$ cat config.mk
export PLATFORM = sky130hd
export DESIGN_NAME = ldm_stm_seq
export DESIGN_NICKNAME = d
export VERILOG_FILES = /design/src/rtl/ldm_stm_seq.sv
export SDC_FILE = /design/constraint.sdc
export NUM_CORES = 1
export LEC_CHECK = 0
export CORE_ASPECT_RATIO = 1.1
export CORE_UTILIZATION = 38
export CTS_CLUSTER_DIAMETER = 150
export CTS_CLUSTER_SIZE = 20
export DETAILED_ROUTE_END_ITERATION = 12
export HOLD_SLACK_MARGIN = 0.02
export PLACE_DENSITY = 0.77
export SKIP_CTS_REPAIR_TIMING = 1
export SLEW_MARGIN = 20
export SYNTH_ARGS = -nofsm -noshare
export SYNTH_HDL_FRONTEND = slang
export SYNTH_SLANG_ARGS = --single-unit
$ cat constraint.sdc
create_clock -name Clk -period 6.4 [get_ports Clk]
set_clock_uncertainty 0.2 [all_clocks]
set_input_delay 0.64 -clock Clk [delete_from_list [all_inputs] [get_ports Clk]]
set_output_delay 0.64 -clock Clk [all_outputs]
set_load 0.01 [all_outputs]
$ cat src/rtl/ldm_stm_seq.sv
// LDM/STM block-transfer sequencer: walks the register list against memory,
// one memory beat per register, and reports the base writeback value.
//   state | meaning
//   IDLE  | waiting for start
//   SETUP | count listed registers, compute lowest and writeback addresses
//   XFER  | memory beat for the current register (holds while mem_ready=0)
//   WB    | LDM register-file write of the captured word
//   DONE  | one-cycle completion pulse
module ldm_stm_seq #(
  parameter int DW   = 32,
  parameter int NREG = 16
) (
  input  logic                     Clk,
  input  logic                     Clr,
  input  logic                     start,
  input  logic                     is_load,
  input  logic                     pre,
  input  logic                     up,
  input  logic [NREG-1:0]          reg_list,
  input  logic [DW-1:0]            base_addr,
  input  logic [DW-1:0]            rf_rdata,
  input  logic [DW-1:0]            mem_rdata,
  input  logic                     mem_ready,
  output logic [$clog2(NREG)-1:0]  rf_sel,
  output logic                     rf_ld,
  output logic [DW-1:0]            rf_wdata,
  output logic                     mem_en,
  output logic                     mem_rw,
  output logic [DW-1:0]            mem_addr,
  output logic [DW-1:0]            mem_wdata,
  output logic [DW-1:0]            wb_addr,
  output logic                     busy,
  output logic                     done
);
  localparam int SW = $clog2(NREG);

  typedef enum logic [2:0] {S_IDLE, S_SETUP, S_XFER, S_WB, S_DONE} state_t;

  state_t          state_q, state_d;
  logic [NREG-1:0] mask_q, mask_d, mask_clr;
  logic            is_load_q, is_load_d;
  logic            pre_q, pre_d;
  logic            up_q, up_d;
  logic [DW-1:0]   base_q, base_d;
  logic [DW-1:0]   addr_q, addr_d;
  logic [DW-1:0]   wb_q, wb_d;
  logic [DW-1:0]   wdata_q, wdata_d;
  logic [DW-1:0]   span;
  logic [SW-1:0]   sel_q, sel_d;

  function automatic logic [SW:0] popcnt(input logic [NREG-1:0] m);
    logic [SW:0] c;
    c = '0;
    for (int i = 0; i < NREG; i++) c = c + {{SW{1'b0}}, m[i]};
    return c;
  endfunction

  function automatic logic [SW-1:0] lowest(input logic [NREG-1:0] m);
    logic [SW-1:0] s;
    s = '0;
    for (int i = NREG - 1; i >= 0; i--) if (m[i]) s = SW'(i);
    return s;
  endfunction

  always_ff @(posedge Clk or posedge Clr) begin
    if (Clr) begin
      state_q   <= S_IDLE;
      mask_q    <= '0;
      is_load_q <= 1'b0;
      pre_q     <= 1'b0;
      up_q      <= 1'b0;
      base_q    <= '0;
      addr_q    <= '0;
      wb_q      <= '0;
      wdata_q   <= '0;
      sel_q     <= '0;
    end else begin
      state_q   <= state_d;
      mask_q    <= mask_d;
      is_load_q <= is_load_d;
      pre_q     <= pre_d;
      up_q      <= up_d;
      base_q    <= base_d;
      addr_q    <= addr_d;
      wb_q      <= wb_d;
      wdata_q   <= wdata_d;
      sel_q     <= sel_d;
    end
  end

  always_comb begin
    state_d   = state_q;
    mask_d    = mask_q;
    is_load_d = is_load_q;
    pre_d     = pre_q;
    up_d      = up_q;
    base_d    = base_q;
    addr_d    = addr_q;
    wb_d      = wb_q;
    wdata_d   = wdata_q;
    sel_d     = sel_q;
    span      = {{(DW-SW-3){1'b0}}, popcnt(mask_q), 2'b00};
    mask_clr  = mask_q & ~(NREG'(1) << sel_q);
    case (state_q)
      S_IDLE: begin
        if (start) begin
          state_d   = S_SETUP;
          mask_d    = reg_list;
          is_load_d = is_load;
          pre_d     = pre;
          up_d      = up;
          base_d    = base_addr;
        end
      end
      S_SETUP: begin
        wb_d = up_q ? base_q + span : base_q - span;
        // Lowest register always lands on the lowest address of the block.
        if (pre_q) addr_d = up_q ? base_q + DW'(4) : base_q - span;
        else       addr_d = up_q ? base_q : base_q - span + DW'(4);
        if (mask_q == '0) begin
          state_d = S_DONE;
        end else begin
          sel_d   = lowest(mask_q);
          state_d = S_XFER;
        end
      end
      S_XFER: begin
        if (mem_ready) begin
          mask_d = mask_clr;
          addr_d = addr_q + DW'(4);
          if (is_load_q) begin
            wdata_d = mem_rdata;
            state_d = S_WB;
          end else if (mask_clr == '0) begin
            state_d = S_DONE;
          end else begin
            sel_d = lowest(mask_clr);
          end
        end
      end
      S_WB: begin
        if (mask_q == '0) begin
          state_d = S_DONE;
        end else begin
          sel_d   = lowest(mask_q);
          state_d = S_XFER;
        end
      end
      S_DONE:  state_d = S_IDLE;
      default: state_d = S_IDLE;
    endcase
  end

  always_comb begin
    mem_en = (state_q == S_XFER);
    mem_rw = (state_q == S_XFER) & is_load_q;
    rf_ld  = (state_q == S_WB);
    busy   = (state_q != S_IDLE);
    done   = (state_q == S_DONE);
  end

  assign rf_sel    = sel_q;
  assign rf_wdata  = wdata_q;
  assign mem_addr  = addr_q;
  assign mem_wdata = rf_rdata;
  assign wb_addr   = wb_q;

endmodule

==> impl_table.tex <==
\begin{tabular}{lr}
\hline
Metric & Value \\
\hline
\multicolumn{2}{l}{\textbf{Critical path}} \\
\quad Kind of critical path & reg2reg \\
\quad Data required time at the worst endpoint & 6.47 ns \\
\quad Worst-path fanout max & 6 \\
\quad Slack of the worst reg-to-reg path & 0.12 ns \\
\quad Critical Path Source Type & register \\
\quad Data arrival at the endpoint of the critical path & 6.35 ns \\
\quad Critical Path Sink Type & register \\
\multicolumn{2}{l}{\textbf{Clock network}} \\
\quad Deepest level of the CTS H-tree & 4 \\
\quad Number of buffers on the longest clock path & 2 \\
\quad Library cell used as clock root buffer & sky130\_fd\_sc\_hd\_\_clkbuf\_16 \\
\quad Clock sink count & 154 \\
\quad Clock transition at the registers of the reported paths & 0.07 ns \\
\quad CTS tree & done \\
\quad Skew-Pair Late Insertion Delay & 0.43 ns \\
\quad Clock buffer count from CTS & 17 \\
\multicolumn{2}{l}{\textbf{Timing}} \\
\quad RSZ-0062 raised after global routing & yes \\
\quad Period Utilization, post-route & 0.981 \\
\quad Fin. Hold Viols & 0 \\
\quad Worst hold margin & 0.276 ns \\
\quad Final max-slew violation count & 0 \\
\quad Shortest period the worst path allows & 6.28 ns \\
\quad Maximum clock rate & 0.159 GHz \\
\quad Final setup violation count & 0 \\
\quad Slew @ Worst Pin & 1.03 ns \\
\quad Remaining max-slew budget at the tightest pin & 0.310 \\
\multicolumn{2}{l}{\textbf{Place}} \\
\quad \# placed instances & 1815 \\
\quad Placed instance area & 13400 um2 \\
\quad RePlAce Congestion & 0.941 \\
\quad Sum of net half-perimeters after detailed placement & 26.4 mm \\
\quad Number of port buffers & 191 \\
\multicolumn{2}{l}{\textbf{Floorplan}} \\
\quad Number of placement rows & 64 \\
\quad Starting density of the core & 0.390 \\
\quad Width of the chip & 164 um \\
\quad Count of boundary I/O pins & 256 \\
\quad Die area & 29400 um2 \\
\quad Die Height & 180 um \\
\quad Placeable core region & 28000 um2 \\
\multicolumn{2}{l}{\textbf{GRT}} \\
\quad Global-route wire length before repair & 55.9 mm \\
\quad Pin count of the biggest net entering global routing & 82 \\
\quad Global routing usage summed across all routing layers & 0.242 \\
\quad Number of global-route vias before repair & 10100 \\
\quad Total overflow reported by the global router & 0 \\
\quad Number of antenna violations at the first check in global routing & 0 \\
\multicolumn{2}{l}{\textbf{Yosys}} \\
\quad Average size of a mapped cell & 8.47 um2 \\
\quad Post-synth design cell area & 10900 um2 \\
\quad Post-synth EDFFs & 0 \\
\quad Count of mapped cells out of synthesis & 1291 \\
\quad Cell type with the largest total area after synthesis & sky130\_fd\_sc\_hd\_\_dfrtp\_1 \\
\quad Asr flop ratio synth & 1.00 \\
\quad Top area cells in the synthesized netlist & sky130\_fd\_sc\_hd\_\_dfrtp\_1 35\%, sky130\_fd\_sc\_hd\_\_mux2\_2 6.5\%, sky130\_fd\_sc\_hd\_\_nand2\_1 5.2\%, sky130\_fd\_sc\_hd\_\_xnor2\_1 4.3\%, sky130\_fd\_sc\_hd\_\_o21ai\_0 4.2\% \\
\quad Net count after synthesis & 1442 \\
\quad Count of distinct cell types in the synthesized netlist & 73 \\
\quad Area share of the largest cell type after synthesis & 0.353 \\
\quad Flip-flop cell with the highest count after synthesis & sky130\_fd\_sc\_hd\_\_dfrtp\_1 \\
\quad Synth Register Bits & 154 \\
\quad YS warnings & 0 \\
\quad Sequential-to-total area share from yosys stat & 0.353 \\
\multicolumn{2}{l}{\textbf{Routing}} \\
\quad Total vias in the final route & 10600 \\
\quad Total wirelength of the detailed-routed design & 36.0 mm \\
\quad Vias/cell & 5.70 \\
\quad Drt pass-1 iters & 5 \\
\quad Initial drt markers & 1092 \\
\quad Remaining antenna violation count after routing & 0 \\
\quad DR WL/cell & 19.4 um \\
\quad Post-detailed-route DRC marker count & 0 \\
\multicolumn{2}{l}{\textbf{Cells and area}} \\
\quad Antenna Diode Count & 0 \\
\quad Final net count & 1629 \\
\quad Fillers & 2626 \\
\quad Post-route cell area & 14300 um2 \\
\quad Ratio of cells with drive above 1 in the final layout & 0.169 \\
\quad Cell Count, Final, Fillers Out & 1854 \\
\quad Layout Area Growth over Synthesis & 30.8\% \\
\multicolumn{2}{l}{\textbf{Status}} \\
\quad Run status & completed \\
\multicolumn{2}{l}{\textbf{Hold path}} \\
\quad Class of the most critical hold timing path & reg2reg \\
\multicolumn{2}{l}{\textbf{Job}} \\
\quad Max-cap violation count & 0 \\
\hline
\end{tabular}
metrics by stage:
stage	utilization	setup slack, ns	TNS (ns)
3_3_place_gp	0.477	-0.00545	-0.00573
6_report	0.510	0.120	0
3_5_place_dp	0.477	-0.209	-1.73
2_1_floorplan	-	0.00651	0
5_1_grt	0.510	-0.131	-0.870
4_1_cts	0.497	-0.219	-1.92
final cells by class:
cell class | count | area, um2 | share of cell area
clock buffers | 18 | 429 | 0.0300
clock inverters | 14 | 139 | 0.00971
inverters | 48 | 185 | 0.0130
multi-input cells | 981 | 6680 | 0.467
flip-flops and latches | 154 | 3850 | 0.270
well taps | 363 | 454 | 0.0318
repair buffers | 276 | 2560 | 0.179
state kept, by name, indices dropped and copies added, names as in the netlist:
| register | flops |
|---|---|
| base_q | 32 |
| mem_addr | 32 |
| rf_wdata | 32 |
| wb_addr | 32 |
| mask_q | 16 |
| rf_sel | 4 |
| state_q | 3 |
| is_load_q | 1 |
| pre_q | 1 |
| up_q | 1 |
logic make-up (layout without fill, tap and decap cells):
family,after synthesis,count (layout),share of synthesized area
AO/OA/AOI/OAI,311,311,0.176
XOR/XNOR,97,97,0.0777
adder cells (fa/ha/maj),32,32,0.0449
buffers and inverters,156,356,0.0649
flip-flops,154,154,0.353
multiplexers,74,74,0.0761
AND/OR/NAND/NOR,467,467,0.208
cell usage after synthesis, drive strengths merged, types with 4 or more instances:
| cell | instances |
|---|---|
| a211oi | 11 |
| a21boi | 5 |
| a21o | 14 |
| a21oi | 78 |
| a22o | 10 |
| a31oi | 16 |
| and2 | 13 |
| and3 | 17 |
| and4 | 7 |
| buf | 48 |
| clkbuf | 60 |
| dfrtp | 154 |
| fa | 12 |
| ha | 20 |
| inv | 48 |
| mux2 | 63 |
| mux2i | 10 |
| nand2 | 152 |
| nand2b | 13 |
| nand3 | 44 |
| nand4 | 24 |
| nor2 | 104 |
| nor2b | 6 |
| nor3 | 35 |
| nor3b | 6 |
| nor4 | 19 |
| o211ai | 6 |
| o21a | 5 |
| o21ai | 103 |
| o221ai | 5 |
| o22ai | 14 |
| o311ai | 5 |
| o31ai | 8 |
| or2 | 6 |
| or3 | 12 |
| or4 | 4 |
| xnor2 | 54 |
| xor2 | 43 |
placed cells by master, fill, tap and decap left out, types with 23 or more instances in the layout:
cell type                         count
sky130_fd_sc_hd__nand3_1             44
sky130_fd_sc_hd__o21ai_0             89
sky130_fd_sc_hd__nor3_1              31
sky130_fd_sc_hd__nor2_1              95
sky130_fd_sc_hd__mux2_2              63
sky130_fd_sc_hd__a21oi_1             77
sky130_fd_sc_hd__nand2_1            151
sky130_fd_sc_hd__dfrtp_1            153
sky130_fd_sc_hd__xnor2_1             49
sky130_fd_sc_hd__clkdlybuf4s50_1    191
sky130_fd_sc_hd__inv_1               44
sky130_fd_sc_hd__nand4_1             23
sky130_fd_sc_hd__buf_4               82
sky130_fd_sc_hd__xor2_1              42
worst max-delay path, cell delays in order, from the launching register on:
cell and delay (ns):
sky130_fd_sc_hd__dfrtp_1 0.40, sky130_fd_sc_hd__inv_1 0.10, sky130_fd_sc_hd__fa_1 0.43, sky130_fd_sc_hd__fa_1 0.55, sky130_fd_sc_hd__fa_2 0.45, sky130_fd_sc_hd__fa_1 0.52, sky130_fd_sc_hd__inv_1 0.05, sky130_fd_sc_hd__ha_2 0.18
sky130_fd_sc_hd__fa_2 0.37, sky130_fd_sc_hd__a21o_1 0.20, sky130_fd_sc_hd__and2_1 0.19, sky130_fd_sc_hd__ha_4 0.32, sky130_fd_sc_hd__inv_1 0.07, sky130_fd_sc_hd__o311a_1 0.14, sky130_fd_sc_hd__or3_4 0.39, sky130_fd_sc_hd__a222oi_1 0.34
sky130_fd_sc_hd__buf_4 0.20, sky130_fd_sc_hd__nand4_4 0.18, sky130_fd_sc_hd__buf_6 0.19, sky130_fd_sc_hd__nor4b_4 0.23, sky130_fd_sc_hd__nand2_1 0.14, sky130_fd_sc_hd__xnor2_2 0.16, sky130_fd_sc_hd__o221ai_1 0.12
path summary, 6_finish.rpt:
kind                                        startpoint                       end  cells after the start
worst max-delay path            mask_q[15]$_DFFE_PP0P_  mem_addr[28]$_DFFE_PP0P_                     22
worst max register to register  mask_q[15]$_DFFE_PP0P_  mem_addr[28]$_DFFE_PP0P_                     22
max in group asynchronous                          Clr          up_q$_DFFE_PP0P_                      3
worst min register to register  wb_addr[1]$_DFFE_PP0P_    wb_addr[1]$_DFFE_PP0P_                      2
min in group asynchronous                          Clr  rf_wdata[15]$_DFFE_PP0P_                      2
worst min-delay path            wb_addr[1]$_DFFE_PP0P_    wb_addr[1]$_DFFE_PP0P_                      2
per-layer routing:
metal  GRT usage  share of wire  wire, um
met2       0.387           0.46     16700
met1       0.327           0.43     15600
met3      0.0404          0.070      2540
met4      0.0889          0.032      1160
met5           0              0         0
Power is not shown: default switching activity piles up to over one toggle a cycle in this logic, so the estimate is an artifact.
